===== config.mk =====
export PLATFORM = sky130hd
export DESIGN_NAME = alt_vipswi131_common_pixel_position_counter
export DESIGN_NICKNAME = d
export VERILOG_FILES = /design/src/rtl/alt_vipswi131_common_pixel_position_counter.sv
export SDC_FILE = /design/constraint.sdc
export NUM_CORES = 1
export LEC_CHECK = 0
export CORE_ASPECT_RATIO = 0.8
export CORE_UTILIZATION = 50
export DETAILED_ROUTE_END_ITERATION = 7
export GPL_TIMING_DRIVEN = 1
export PLACE_DENSITY = 0.82
export SLEW_MARGIN = 20
export SYNTH_ARGS = -nofsm -noshare
export SYNTH_HDL_FRONTEND = slang
export SYNTH_SLANG_ARGS = --single-unit

===== constraint.sdc =====
create_clock -name clk -period 2.4 [get_ports clk]
set_clock_uncertainty 0.1 [all_clocks]
set_input_delay 0.24 -clock clk [delete_from_list [all_inputs] [get_ports clk]]
set_output_delay 0.24 -clock clk [all_outputs]
set_load 0.05 [all_outputs]

===== src/rtl/alt_vipswi131_common_pixel_position_counter.sv =====
`default_nettype none
// ============================================================================
// Module  : alt_vipswi131_common_pixel_position_counter
// Purpose : Counts valid beats into plane ticks, pixels and lines, and flags
//           sample, line and frame boundaries with zero latency.
// Revision: 1.0 - initial release
// ============================================================================
module alt_vipswi131_common_pixel_position_counter #(
    parameter int MAX_PLANES_IN_SEQ = 3,
    parameter int LOG2_MAX_PLANES   = 2,
    parameter int WIDTH_BITS        = 12,
    parameter int HEIGHT_BITS       = 12
) (
    input  logic                       clk,
    input  logic                       rst,
    input  logic                       sclr,
    input  logic                       count_cycle,
    input  logic                       hd_sdn,
    input  logic [LOG2_MAX_PLANES-1:0] cfg_planes_m1,
    input  logic [WIDTH_BITS-1:0]      cfg_width_m1,
    input  logic [HEIGHT_BITS-1:0]     cfg_height_m1,
    input  logic                       cfg_load,
    output logic                       count_sample,
    output logic                       start_of_sample,
    output logic [LOG2_MAX_PLANES-1:0] sample_ticks,
    output logic [WIDTH_BITS-1:0]      pixel_x,
    output logic [HEIGHT_BITS-1:0]     pixel_y,
    output logic                       end_of_line,
    output logic                       end_of_frame,
    output logic                       frame_active,
    output logic                       cfg_pending
);

    localparam logic [LOG2_MAX_PLANES-1:0] MAX_PLANES_M1 = LOG2_MAX_PLANES'(MAX_PLANES_IN_SEQ - 1);

    typedef enum logic [0:0] {
        ST_IDLE   = 1'b0,
        ST_ACTIVE = 1'b1
    } state_t;

    state_t                     r_state;
    logic [LOG2_MAX_PLANES-1:0] r_ticks;
    logic [LOG2_MAX_PLANES-1:0] w_ticks_next;
    logic [WIDTH_BITS-1:0]      r_x;
    logic [HEIGHT_BITS-1:0]     r_y;
    logic [LOG2_MAX_PLANES-1:0] r_planes_m1;
    logic [WIDTH_BITS-1:0]      r_width_m1;
    logic [HEIGHT_BITS-1:0]     r_height_m1;
    logic [LOG2_MAX_PLANES-1:0] r_shadow_planes_m1;
    logic [WIDTH_BITS-1:0]      r_shadow_width_m1;
    logic [HEIGHT_BITS-1:0]     r_shadow_height_m1;
    logic                       r_pending;

    logic                       w_last_plane;
    logic                       w_count_sample;
    logic                       w_end_of_line;
    logic                       w_end_of_frame;
    logic [LOG2_MAX_PLANES-1:0] w_cfg_planes_clamped;
    logic [LOG2_MAX_PLANES-1:0] w_next_planes_m1;
    logic [WIDTH_BITS-1:0]      w_next_width_m1;
    logic [HEIGHT_BITS-1:0]     w_next_height_m1;
    logic                       w_sclr_complete;
    logic                       w_sclr_single;

    always_comb begin
        w_last_plane   = hd_sdn | (r_ticks == r_planes_m1);
        w_count_sample = count_cycle & w_last_plane;
        w_end_of_line  = w_count_sample & (r_x == r_width_m1);
        w_end_of_frame = w_end_of_line & (r_y == r_height_m1);
    end

    // Config that a restart would run with: fresh load beats shadow beats active.
    always_comb begin
        w_cfg_planes_clamped = (cfg_planes_m1 > MAX_PLANES_M1) ? MAX_PLANES_M1 : cfg_planes_m1;
        if (cfg_load) begin
            w_next_planes_m1 = w_cfg_planes_clamped;
            w_next_width_m1  = cfg_width_m1;
            w_next_height_m1 = cfg_height_m1;
        end else if (r_pending) begin
            w_next_planes_m1 = r_shadow_planes_m1;
            w_next_width_m1  = r_shadow_width_m1;
            w_next_height_m1 = r_shadow_height_m1;
        end else begin
            w_next_planes_m1 = r_planes_m1;
            w_next_width_m1  = r_width_m1;
            w_next_height_m1 = r_height_m1;
        end
        w_sclr_complete = count_cycle & (hd_sdn | (w_next_planes_m1 == '0));
        w_sclr_single   = w_sclr_complete & (w_next_width_m1 == '0) & (w_next_height_m1 == '0);
    end

    always_comb begin
        w_ticks_next = r_ticks;
        if (sclr) begin
            w_ticks_next = (count_cycle & ~hd_sdn & (w_next_planes_m1 != '0))
                           ? LOG2_MAX_PLANES'(1) : '0;
        end else if (hd_sdn | w_count_sample) begin
            w_ticks_next = '0;
        end else if (count_cycle) begin
            w_ticks_next = r_ticks + LOG2_MAX_PLANES'(1);
        end
    end

    generate
        if (MAX_PLANES_IN_SEQ == 1) begin : g_ticks_tied
            assign r_ticks = '0;
        end else begin : g_ticks_reg
            always_ff @(posedge clk or posedge rst) begin
                if (rst) begin
                    r_ticks <= '0;
                end else begin
                    r_ticks <= w_ticks_next;
                end
            end
        end
    endgenerate

    always_ff @(posedge clk or posedge rst) begin
        if (rst) begin
            r_state            <= ST_IDLE;
            r_x                <= '0;
            r_y                <= '0;
            r_planes_m1        <= '0;
            r_width_m1         <= '0;
            r_height_m1        <= '0;
            r_shadow_planes_m1 <= '0;
            r_shadow_width_m1  <= '0;
            r_shadow_height_m1 <= '0;
            r_pending          <= 1'b0;
        end else if (sclr) begin
            r_planes_m1 <= w_next_planes_m1;
            r_width_m1  <= w_next_width_m1;
            r_height_m1 <= w_next_height_m1;
            r_pending   <= 1'b0;
            r_x         <= (w_sclr_complete && (w_next_width_m1 != '0)) ? WIDTH_BITS'(1) : '0;
            r_y         <= (w_sclr_complete && (w_next_width_m1 == '0) && (w_next_height_m1 != '0))
                           ? HEIGHT_BITS'(1) : '0;
            r_state     <= (count_cycle && !w_sclr_single) ? ST_ACTIVE : ST_IDLE;
        end else begin
            if (w_count_sample) begin
                r_x <= w_end_of_line ? '0 : r_x + WIDTH_BITS'(1);
            end
            if (w_end_of_line) begin
                r_y <= w_end_of_frame ? '0 : r_y + HEIGHT_BITS'(1);
            end

            case (r_state)
                ST_IDLE:   if (count_cycle && !w_end_of_frame) r_state <= ST_ACTIVE;
                ST_ACTIVE: if (w_end_of_frame) r_state <= ST_IDLE;
                default:   r_state <= ST_IDLE;
            endcase

            // Active config only moves while no frame is in flight or at its last beat.
            if (cfg_load) begin
                if ((r_state == ST_IDLE && !count_cycle) || w_end_of_frame) begin
                    r_planes_m1 <= w_cfg_planes_clamped;
                    r_width_m1  <= cfg_width_m1;
                    r_height_m1 <= cfg_height_m1;
                    r_pending   <= 1'b0;
                end else begin
                    r_shadow_planes_m1 <= w_cfg_planes_clamped;
                    r_shadow_width_m1  <= cfg_width_m1;
                    r_shadow_height_m1 <= cfg_height_m1;
                    r_pending          <= 1'b1;
                end
            end else if (w_end_of_frame && r_pending) begin
                r_planes_m1 <= r_shadow_planes_m1;
                r_width_m1  <= r_shadow_width_m1;
                r_height_m1 <= r_shadow_height_m1;
                r_pending   <= 1'b0;
            end
        end
    end

    assign count_sample    = w_count_sample;
    assign start_of_sample = hd_sdn | (r_ticks == '0);
    assign sample_ticks    = r_ticks;
    assign pixel_x         = r_x;
    assign pixel_y         = r_y;
    assign end_of_line     = w_end_of_line;
    assign end_of_frame    = w_end_of_frame;
    assign frame_active    = (r_state == ST_ACTIVE);
    assign cfg_pending     = r_pending;

endmodule
`default_nettype wire

==> results.yml <==
grt:
  antenna_found_initial: 0
  grt_first_pass_wirelength_um: 21900
  grt_pass1_vias: 4203
  grt_use_total: 0.276
  grt_start_max_net_pins: 81
  overflow: 0
critical_path:
  cpPeakStageDelay_ps: 430
  worstReg2RegStart: "pixel_y[11]"
  slowest_stage: "dfrtp_2"
  critical_path.top_delay_family: "simple AND/OR/NAND/NOR gates"
  arrival_ps: 2620
  cp.required_ps: 2510
  rrSetupSlack_ps: -110
  cp-end-kind: "flip-flop"
  path_cells: "xor2_1, nor4_2, nand3_2, buf_6, o41ai_4, o21ai_2, buf_12, mux2_1"
  r2r-end: "r_width_m1[10]"
  crit_path_max_fanout: 26
  r2r_cells: 8
  criticalPathCategory: "reg2reg"
  path_buf_inv: 2
  startpoint_type: "flip-flop"
routing:
  drc: 6
  first_pass_iters: 7
  drt_wl_total_um: 14200
  vias: 4360
  ant_nets: 0
  post_drt_wl_per_cell_um: 20.0
  drt_iter0_drc: 416
  vias_per_cell: 6.15
power_and_ir_drop:
  irDropWorstVdd_uv: 357
  p_leak_nw: 2.88
  power_density_nw_per_um2: 690
cts:
  clkTransAtPathRegs_ps: 60
  cts_buffers: 9
  clk_path_buf_depth: 2
  clock_latency_ps: 330
  clock_sinks: 80
  h-tree-depth: 3
  root_buffer: "clkbuf_16"
  tritoncts: "built"
die:
  start_util: 0.524
  core_area_sq_um: 9190
  dieHeight_um: 89.8
  ios: 64
  core.rowCount: 31
  die_area_sq_um: 10000
  die_x_um: 112
logic_synthesis:
  syn-num-nets: 486
  synth_top_cell_by_area: "dfrtp_1"
  synth_edf_count: 0
  netlist_instances: 451
  synth_flop_cell: "dfrtp_1"
  synth_commonest_cells: "dfrtp_1 (80), nand2_1 (41), mux2_4 (40)"
  yosysWarnings: 0
  synth_most_common_cell: "dfrtp_1"
  ys_seq_area_frac: 0.415
  synthDominantCellAreaShare: 0.415
  synth_area_sq_um: 4820
  ys_seq_elements: 80
  synthArstFlopShare: 1.00
  synth_area_leaders: "dfrtp_1 (42%), mux2_4 (12%), mux2i_1 (5.0%)"
  yosysUniqueCellTypes: 55
  avgSynthCellArea_sq_um: 10.7
timing:
  finalCritPeriodShare: 1.04
  grt_setup_unrepaired: "true"
  fin_ws_ps: -107
  setup_viol: 27
  drv_slew: 0
  layout_min_cycle_time_ps: 2510
  relSlewSlack: 0.567
  finalHoldViolCount: 0
  clock.fmax_ghz: 0.399
  worst-slew-pin-transition_ps: 644
cells_and_area:
  final_area_sq_um: 6670
  nNetsFinal: 624
  instances_no_fill: 709
  drive_gt1_frac: 0.332
  fin_util: 0.725
  syn2layout_area_growth_pct: 38.3
  diodes: 0
run:
  maxCapViolations: 0
place:
  dpl.cell_count: 685
  hpwl_um: 9220
  gp_congestion: 0.892
  port_buffers: 63
  place_area_sq_um: 6170
hold_path:
  min-delay-path-class: "in2async"
status:
  status: "finished, violations left"
  violations: "design-rule violations, negative setup slack"
-- cell type report --
| class | instances | area, sq um |
|---|---|---|
| multi-input combinational | 345 | 2780 |
| tap | 115 | 144 |
| sequential | 80 | 2030 |
| fill | 610 | 2520 |
| inverter | 9 | 33.8 |
| clock inverter | 6 | 115 |
| timing repair buffer | 144 | 1330 |
| clock buffer | 10 | 229 |
-- where the power goes --
part	switching (mW)	total, mW	internal (mW)
Combinational	0.601	1.27	0.670
Sequential	0.195	1.73	1.54
Clock	0.576	1.60	1.02
-- kinds of logic (layout without fill, tap and decap cells) --
family | after synthesis | count (layout) | share of synthesized area
adders and majority gates | 3 | 3 | 0.00779
AOI/OAI and AO/OA | 90 | 91 | 0.117
muxes | 76 | 76 | 0.202
and+or+nand+nor | 144 | 145 | 0.174
buffers and inverters | 28 | 169 | 0.0296
xor gates and xnor gates | 30 | 30 | 0.0545
DFF | 80 | 80 | 0.415
-- worst reg2reg max path, delay by kind of cell, from the launching register on --
| family | cells | cell delay [ps] |
|---|---|---|
| compound gates | 2 | 440 |
| flops | 1 | 430 |
| xor+xnor | 1 | 150 |
| buf+inv | 2 | 360 |
| mux | 1 | 340 |
| simple gates | 2 | 560 |
-- layer usage --
metal / track usage / vias to the layer above / share of wire
met3: 0.0566 / 35 / 0.092
met1: 0.392 / 2143 / 0.43
met2: 0.422 / 243 / 0.46
met4: 0.0923 / 0 / 0.020
li1: - / 1939 / -
met5: 0 / - / 0
-- layout by cell type (no fill, tap or decap), drive strengths merged, types with 4 or more instances in the layout --
master	n
buf	85
dfrtp	80
clkdlybuf4s50	59
mux2	52
o21ai	42
nand2	41
xor2	27
mux2i	24
a21oi	22
nor2	20
nor4	20
nand3	17
nor3	11
clkbuf	10
inv	10
and3	8
nor2b	7
or3	5
o31ai	5
or4	4
-- how the worst max path moves through the flow --
stage                                 end  cells past startpoint       startpoint  slack, ps
detailed placement  r_shadow_height_m1[5]                      6           hd_sdn       -150
floorplan                      pixel_x[0]                      1              rst       -170
global placement    r_shadow_height_m1[3]                      6           hd_sdn       -120
global route                r_width_m1[7]                      8  r_height_m1[11]       -200
CTS                         r_width_m1[6]                      8       pixel_y[2]        -60
finish                     r_width_m1[10]                      8      pixel_y[11]       -110
-- timing repair --
action                                  in CTS  in global routing
setup buffers                                2                  4
pin swaps                                    6                  4
hold buffers                                 0                  0
gates cloned                                 0                  2
resized for setup                            8                 13
endpoints found under the setup margin      56                 57
-- registers in the layout, summed over array words and instances (netlist names) --
signal              count
pixel_x                12
pixel_y                12
r_height_m1            12
r_shadow_height_m1     12
r_shadow_width_m1      12
r_width_m1             12
r_planes_m1             2
r_shadow_planes_m1      2
sample_ticks            2
cfg_pending             1
frame_active            1
-- stage by stage --
step           hold WS, ps  power, mW  TNS, ps  setup slack, ps
2_1_floorplan          210       2.44    -5870             -168
3_3_place_gp           398       2.86    -3040             -116
3_5_place_dp           410       2.93    -4910             -153
4_1_cts                247       4.55    -1020            -61.2
5_1_grt                273       4.77    -5050             -198
6_report               200       4.60    -2240             -107
Power figures use the tool's default switching activity.
